===== config.mk =====
export PLATFORM = sky130hd
export DESIGN_NAME = operand_row_buffer
export DESIGN_NICKNAME = d
export VERILOG_FILES = /design/src/rtl/matrix_pkg.sv /design/src/rtl/row_bank.sv /design/src/rtl/operand_row_buffer.sv
export SDC_FILE = /design/constraint.sdc
export NUM_CORES = 1
export LEC_CHECK = 0
export ABC_AREA = 0
export BUFFER_PORTS_ARGS = -buffer_cell sky130_fd_sc_hd__buf_2
export CORE_ASPECT_RATIO = 0.75
export CORE_MARGIN = 2
export CORE_UTILIZATION = 40
export CTS_CLUSTER_SIZE = 30
export DETAILED_ROUTE_END_ITERATION = 10
export PLACE_DENSITY = 0.68
export RECOVER_POWER = 25
export SETUP_SLACK_MARGIN = 0.2
export SYNTH_ARGS = -nofsm -noshare
export SYNTH_HDL_FRONTEND = slang
export SYNTH_SLANG_ARGS = --single-unit

===== constraint.sdc =====
create_clock -name CLK -period 2.5 [get_ports CLK]
set_input_delay 0.625 -clock CLK [delete_from_list [all_inputs] [get_ports CLK]]
set_output_delay 0.625 -clock CLK [all_outputs]
set_load 0.03 [all_outputs]

===== src/rtl/matrix_pkg.sv =====
// rtl/matrix_pkg.sv - shared widths, row modes and lane slicing for the matrix datapath
package matrix_pkg;

  localparam int DATA_W = 8;
  localparam int LANES  = 12;

  localparam logic MODE_PAR   = 1'b0;
  localparam logic MODE_SHIFT = 1'b1;

  function automatic logic [DATA_W-1:0] lane(input logic [LANES*DATA_W-1:0] row, input int i);
    return row[i*DATA_W +: DATA_W];
  endfunction

endpackage


===== src/rtl/row_bank.sv =====
// rtl/row_bank.sv - one LANES x DATA_W row register with masked load, shift toward lane 0, and hold
module row_bank #(
  parameter int DATA_W = matrix_pkg::DATA_W,
  parameter int LANES  = matrix_pkg::LANES
) (
  input  logic                    clk_i,
  input  logic                    reset_i,
  input  logic                    load_i,
  input  logic                    shift_i,
  input  logic [LANES*DATA_W-1:0] data_i,
  input  logic [LANES-1:0]        lane_en_i,
  output logic [LANES*DATA_W-1:0] data_o
);

  logic [LANES*DATA_W-1:0] data_q;
  logic [LANES*DATA_W-1:0] data_d;
  logic [LANES*DATA_W-1:0] masked;

  always_comb begin
    masked = '0;
    for (int i = 0; i < LANES; i++) begin
      if (lane_en_i[i]) masked[i*DATA_W +: DATA_W] = data_i[i*DATA_W +: DATA_W];
    end
  end

  // Load wins over shift; the top never asks for both on one bank.
  always_comb begin
    data_d = data_q;
    if (load_i)       data_d = masked;
    else if (shift_i) data_d = {{DATA_W{1'b0}}, data_q[LANES*DATA_W-1:DATA_W]};
  end

  always_ff @(posedge clk_i) begin
    if (reset_i) data_q <= '0;
    else         data_q <= data_d;
  end

  assign data_o = data_q;

endmodule


===== src/rtl/operand_row_buffer.sv =====
// rtl/operand_row_buffer.sv - ping-pong operand row buffer with parallel and shift-out row modes
module operand_row_buffer #(
  parameter int DATA_W = matrix_pkg::DATA_W,
  parameter int LANES  = matrix_pkg::LANES
) (
  input  logic                    CLK,
  input  logic                    reset,
  input  logic                    clear,
  input  logic                    in_valid,
  output logic                    in_ready,
  input  logic [LANES*DATA_W-1:0] in_data,
  input  logic [LANES-1:0]        in_lane_en,
  input  logic                    in_mode,
  output logic                    out_valid,
  input  logic                    out_ready,
  output logic [LANES*DATA_W-1:0] out_data,
  output logic                    out_last,
  output logic [1:0]              count
);
  import matrix_pkg::*;

  localparam int               CNT_W    = $clog2(LANES);
  localparam logic [CNT_W-1:0] LAST_CNT = CNT_W'(LANES - 1);

  logic             wr_ptr_q, wr_ptr_d;
  logic             rd_ptr_q, rd_ptr_d;
  logic [1:0]       count_q, count_d;
  logic [1:0]       mode_q, mode_d;
  logic [CNT_W-1:0] shift_cnt_q, shift_cnt_d;

  logic [LANES*DATA_W-1:0] bank_data [2];
  logic [1:0]              bank_load;
  logic [1:0]              bank_shift;
  logic                    head_mode, at_end, push, beat, retire, advance;

  assign head_mode = mode_q[rd_ptr_q];
  assign at_end    = (shift_cnt_q == LAST_CNT);
  assign in_ready  = !reset && (count_q != 2'd2);
  assign out_valid = (count_q != 2'd0);
  assign out_last  = out_valid && (head_mode == MODE_PAR || at_end);
  assign out_data  = bank_data[rd_ptr_q];
  assign count     = count_q;

  // clear drops any handshake that lands in the same cycle.
  assign push    = in_valid && in_ready && !clear;
  assign beat    = out_valid && out_ready && !clear;
  assign retire  = beat && out_last;
  assign advance = beat && !out_last;

  for (genvar b = 0; b < 2; b++) begin : g_bank
    assign bank_load[b]  = push && (wr_ptr_q == 1'(b));
    assign bank_shift[b] = advance && (rd_ptr_q == 1'(b));

    row_bank #(
      .DATA_W (DATA_W),
      .LANES  (LANES)
    ) u_bank (
      .clk_i     (CLK),
      .reset_i   (reset),
      .load_i    (bank_load[b]),
      .shift_i   (bank_shift[b]),
      .data_i    (in_data),
      .lane_en_i (in_lane_en),
      .data_o    (bank_data[b])
    );
  end

  always_comb begin
    wr_ptr_d    = wr_ptr_q;
    rd_ptr_d    = rd_ptr_q;
    count_d     = count_q;
    mode_d      = mode_q;
    shift_cnt_d = shift_cnt_q;
    if (clear) begin
      wr_ptr_d    = 1'b0;
      rd_ptr_d    = 1'b0;
      count_d     = 2'd0;
      shift_cnt_d = '0;
    end else begin
      if (push) begin
        wr_ptr_d         = !wr_ptr_q;
        mode_d[wr_ptr_q] = in_mode;
      end
      if (retire) begin
        rd_ptr_d    = !rd_ptr_q;
        shift_cnt_d = '0;
      end else if (advance) begin
        shift_cnt_d = shift_cnt_q + 1'b1;
      end
      case ({push, retire})
        2'b10:   count_d = count_q + 2'd1;
        2'b01:   count_d = count_q - 2'd1;
        default: count_d = count_q;
      endcase
    end
  end

  always_ff @(posedge CLK) begin
    if (reset) begin
      wr_ptr_q    <= 1'b0;
      rd_ptr_q    <= 1'b0;
      count_q     <= 2'd0;
      mode_q      <= 2'b00;
      shift_cnt_q <= '0;
    end else begin
      wr_ptr_q    <= wr_ptr_d;
      rd_ptr_q    <= rd_ptr_d;
      count_q     <= count_d;
      mode_q      <= mode_d;
      shift_cnt_q <= shift_cnt_d;
    end
  end

endmodule


# Word-level counts from Yosys, hierarchy flattened
# Cells that the tools add are included.
# totals
register_bits	202
latchBits	0
ramBits	0
rom_bits	0
input_bits	114
wordCells	74
memories	0
# op_classes
add_sub_neg	3
multipliers	0
div	0
magnitude_cmp	4
eq_ne	4
shift	0
mux	25
bitwise_logic	5
reduce_logical	26
# op_table
operator	count
$mux W96	7
$mux W8	12
$logic_and A1 B1 Y1	13
$reduce_bool A2 Y1	4
$logic_not A1 Y1	5
$add A4 B1 Y4 const B	1
$eq A4 B4 Y1 const B	1
$lt A1 B2 Y1 const B	2
$not A1 Y1	4
$pmux W2 S2	1
$mux W1	3
$reduce_or A3 Y1	1
$add A2 B1 Y2 const B	1
$bwmux W2	1
$eq A2 B1 Y1 const B	1
$eq A2 B2 Y1 const B	1
$ge A2 B2 Y1 const B	1
$ne A2 B2 Y1 const B	1
$not A1 Y2	1
$reduce_and A2 Y1	1
$reduce_or A2 Y1	1
$sub A2 B1 Y2 const B	1
$demux W1 S1	1
$ge A1 B1 Y1 const B	1
$logic_or A1 B1 Y1	1

# Longest topological paths before layout
# depth
depth_word	10
ltp_mapped	9
depth_no_buf	8

# Modules after synthesis
# From an unflattened synthesis, not the netlist that was laid out.
# hier_totals
hier_cells	1029
area_unflattened_um2	10749.1
# by_module_without_submodules
mod	instances	cells_each	area_per_inst_um2	seq_area_each_um2
row_bank	2	428	4546.9	1921.8
operand_row_buffer	1	173	1655.3	200.2

# Worst setup path after synthesis
# Ideal clock, no wire load.
# synth_timing
path_kind	register -> output
startpoint	reg rd_ptr_q
endpoint	out out_data[65]
t_arrival_ps	1737
required_time_ps	1875
slack_ps	138
path_stages_with_launch	5
path_cell_list	dfxtp_1 -> clkbuf_1 -> clkbuf_1 -> buf_1 -> mux2_2
# synth_between
elab_chain_len	4
# synth_rtl
element	line	rtl
start: declaration	operand_row_buffer.sv:26	logic rd_ptr_q, rd_ptr_d;
start signal: assignment	operand_row_buffer.sv:107	rd_ptr_q <= rd_ptr_d;
$not A1 Y2 (not written as such)	operand_row_buffer.sv:41	assign out_data = bank_data[rd_ptr_q];
$mux W96 (not written as such) (3 in series)	operand_row_buffer.sv:41	
end: declaration	operand_row_buffer.sv:16	output logic [LANES*DATA_W-1:0] out_data,
# No other way between the ends. The select of a mux whose other input is x is not followed.

# Final worst setup path
# layout_timing
startpoint	reg rd_ptr_q
endpoint	out out_data[18]
# Same word-level chain as after synthesis.

==> results.sh <==
export IMPL_numCtsBuffers=23
export IMPL_yosysMostFrequentCell="dfxtp_1"
export IMPL_cts_hold_fix_buffers=0
export IMPL_cts_sinks=202
export IMPL_synth_edf_count=0
export IMPL_timing_hold_ws_ps=376
export IMPL_holdPathStages=3
export IMPL_ys_warn_count=0
export IMPL_cts_buffer_depth=3
export IMPL_synthToLayoutAreaGrowth_pct=30.8
export IMPL_clk_latency_ps=510
export IMPL_drtAntennaViolNets=0
export IMPL_grtUsageTotal_pct=23.2
export IMPL_finalCriticalPeriod_ps=2410
export IMPL_syn_nets=1255
export IMPL_setup_violations=0
export IMPL_finalHoldViolCount=0
export IMPL_clock_skew_ps=14.2
export IMPL_grt_pass1_vias=9589
export IMPL_p_per_area_mw_per_mm2=546
export IMPL_yosys_top_cells_area="dfxtp_1 (36%), mux2i_1 (16%), a221oi_1 (9.6%), mux2_2 (8.8%), a221oi_2 (7.1%)"
export IMPL_post_route_period_util_pct=96.6
export IMPL_critPathRequiredTime_ps=1880
export IMPL_avgSynthCellArea_um2=9.84
export IMPL_wirelength_um=36000
export IMPL_synth_common_cells="dfxtp_1 (202), nor2_1 (186), mux2i_1 (178)"
export IMPL_fp_dieArea_mm2=0.0294
export IMPL_path_clk_slew_ps=60
export IMPL_dpl_cell_area_mm2=0.0127
export IMPL_layout_cells_non_filler=1698
export IMPL_multi_input_area_mm2=0.00672
export IMPL_status="finished, final reports clean"
export IMPL_initial_utilization_pct=40.3
export IMPL_regArea_mm2=0.00405
export IMPL_synthesis_area_mm2=0.0112
export IMPL_drt_initial_drc_count=625
export IMPL_final_cell_area_mm2=0.0147
export IMPL_coreArea_mm2=0.0278
export IMPL_worst_slew_pin_transition_ps=773
export IMPL_yosysTopAreaCell="dfxtp_1"
export IMPL_worstSetupEndpointType="output port"
export IMPL_vias_per_cell=5.80
export IMPL_worst_setup_path_type="reg2out"
export IMPL_r2r_cells=8
export IMPL_grt_pass1_wl_um=54200
export IMPL_placed_cells=1630
export IMPL_drv_slew=0
export IMPL_io_buffers=214
export IMPL_drive_above_1_share_pct=34.9
export IMPL_p_leak_nw=5.23
export IMPL_grt_overflow_total=0
export IMPL_dr_pass1_iters=5
export IMPL_ys_seq_elements=202
export IMPL_min_path_type="in2reg"
export IMPL_num_antenna_cells=0
export IMPL_ir_drop_uv=433
export IMPL_setup_slack_ps=85.5
export IMPL_row_count=53
export IMPL_htree_levels=1
export IMPL_synth_top_area_share_pct=36.1
export IMPL_setup_worst_path_start_class="flip-flop"
export IMPL_place_hpwl_um=22000
export IMPL_path_max_fanout=6
export IMPL_rsz0062_at_grt="true"
export IMPL_wl_per_cell_um=21.2
export IMPL_die_x_um=197
export IMPL_synthDistinctLibCells=38
export IMPL_fin_nets=1442
export IMPL_worst_ep_arrival_time_ps=1790
export IMPL_post_route_drc_count=0
export IMPL_place_ws_ps=61.3
export IMPL_synth_async_reset_ratio_pct=0
export IMPL_dieHeight_um=149
export IMPL_ios=215
export IMPL_syn_inst=1139
export IMPL_fmax_mhz=414
export IMPL_tns_ps=0
export IMPL_place_gp_congestion=0.859
export IMPL_synthFlopType="dfxtp_1"
export IMPL_antenna_found_initial=0
export IMPL_synth_seq_area_share_pct=36.1
export IMPL_slew_headroom_pct=48.5
export IMPL_maxCapViolCount=0
export IMPL_vias=9845
export IMPL_cts_root_buf="clkbuf_16"
export IMPL_grt_max_degree=92
export IMPL_power_mw=8.00
export IMPL_fillCellCount=2476
export IMPL_cts_tree="done"
export IMPL_finalCoreUtilization_pct=52.8
-- logic make-up (layout without fill, tap and decap cells) --
| family | count (synthesis) | count (layout) | share of synthesized area, % |
|---|---|---|---|
| AND/OR/NAND/NOR | 318 | 318 | 13.4 |
| XOR/XNOR | 3 | 3 | 0.234 |
| adder cells (fa/ha/maj) | 2 | 2 | 0.223 |
| AO/OA/AOI/OAI | 213 | 213 | 18.9 |
| buffers and inverters | 135 | 337 | 6.38 |
| flip-flops | 202 | 202 | 36.1 |
| multiplexers | 266 | 266 | 24.7 |
-- cell usage in the layout, fill, tap and decap left out, drive strengths merged, types with 2 or more instances in the layout --
cell type and instances:
a221oi 176, mux2 88, ha 2, inv 18
clkbuf 47, nor2 186, a21oi 7, or3 3
and2 88, bufinv 2, nor2b 3, clkinv 4
o21ai 12, xnor2 2, buf 266, dfxtp 202
a21o 2, mux2i 178, o32ai 16, nand2 27
-- per-layer routing --
layer / global-route usage (%) / routed length [um]
met5: 0 / 0
met4: 4.14 / 595
met1: 33.1 / 16200
met3: 3.37 / 2480
met2: 37.6 / 16700
-- power by group --
part	total [mW]	internal, mW	leakage [nW]	switching (mW)
combinational	1.13	0.503	3.20	0.631
clock	3.46	2.09	0.382	1.37
sequential	3.40	3.32	1.64	0.0845
-- layout make-up --
type                            instances  area share (%)
Clock buffer                           34            4.68
Clock inverter                          6           0.546
Inverter                               18           0.461
Multi-Input combinational cell        802            45.8
Sequential cell                       202            27.6
Tap cell                              357            3.05
Timing Repair Buffer                  279            17.9
-- registers in the layout, summed over array words and instances (netlist names) --
register              count
count                     2
g_bank.u_bank.data_o    192
rd_ptr_q                  1
wr_ptr_q                  1
mode_q                    2
shift_cnt_q               4
-- final timing paths --
path,endpoint,startpoint,slack (ps)
setup / recovery,out_data[18],rd_ptr_q,90
hold / removal,mode_q[1],in_mode,380
setup reg to reg,g_bank[0].u_bank.data_o[65],shift_cnt_q[0],180
hold reg to reg,shift_cnt_q[1],shift_cnt_q[1],480
-- what timing repair did --
item,4_1_cts,5_1_grt
setup buffers,13,2
cloned,9,4
endpoints found under the setup margin,107,111
pin swaps,1,5
gates resized for setup,163,101
-- critical path, cell delays in order (launching register included) --
cell,delay [ps]
dfxtp_4,390
buf_12,140
buf_12,140
buf_16,150
mux2_4,310
buf_6,140
No activity file was read; power rests on OpenSTA's default activity.
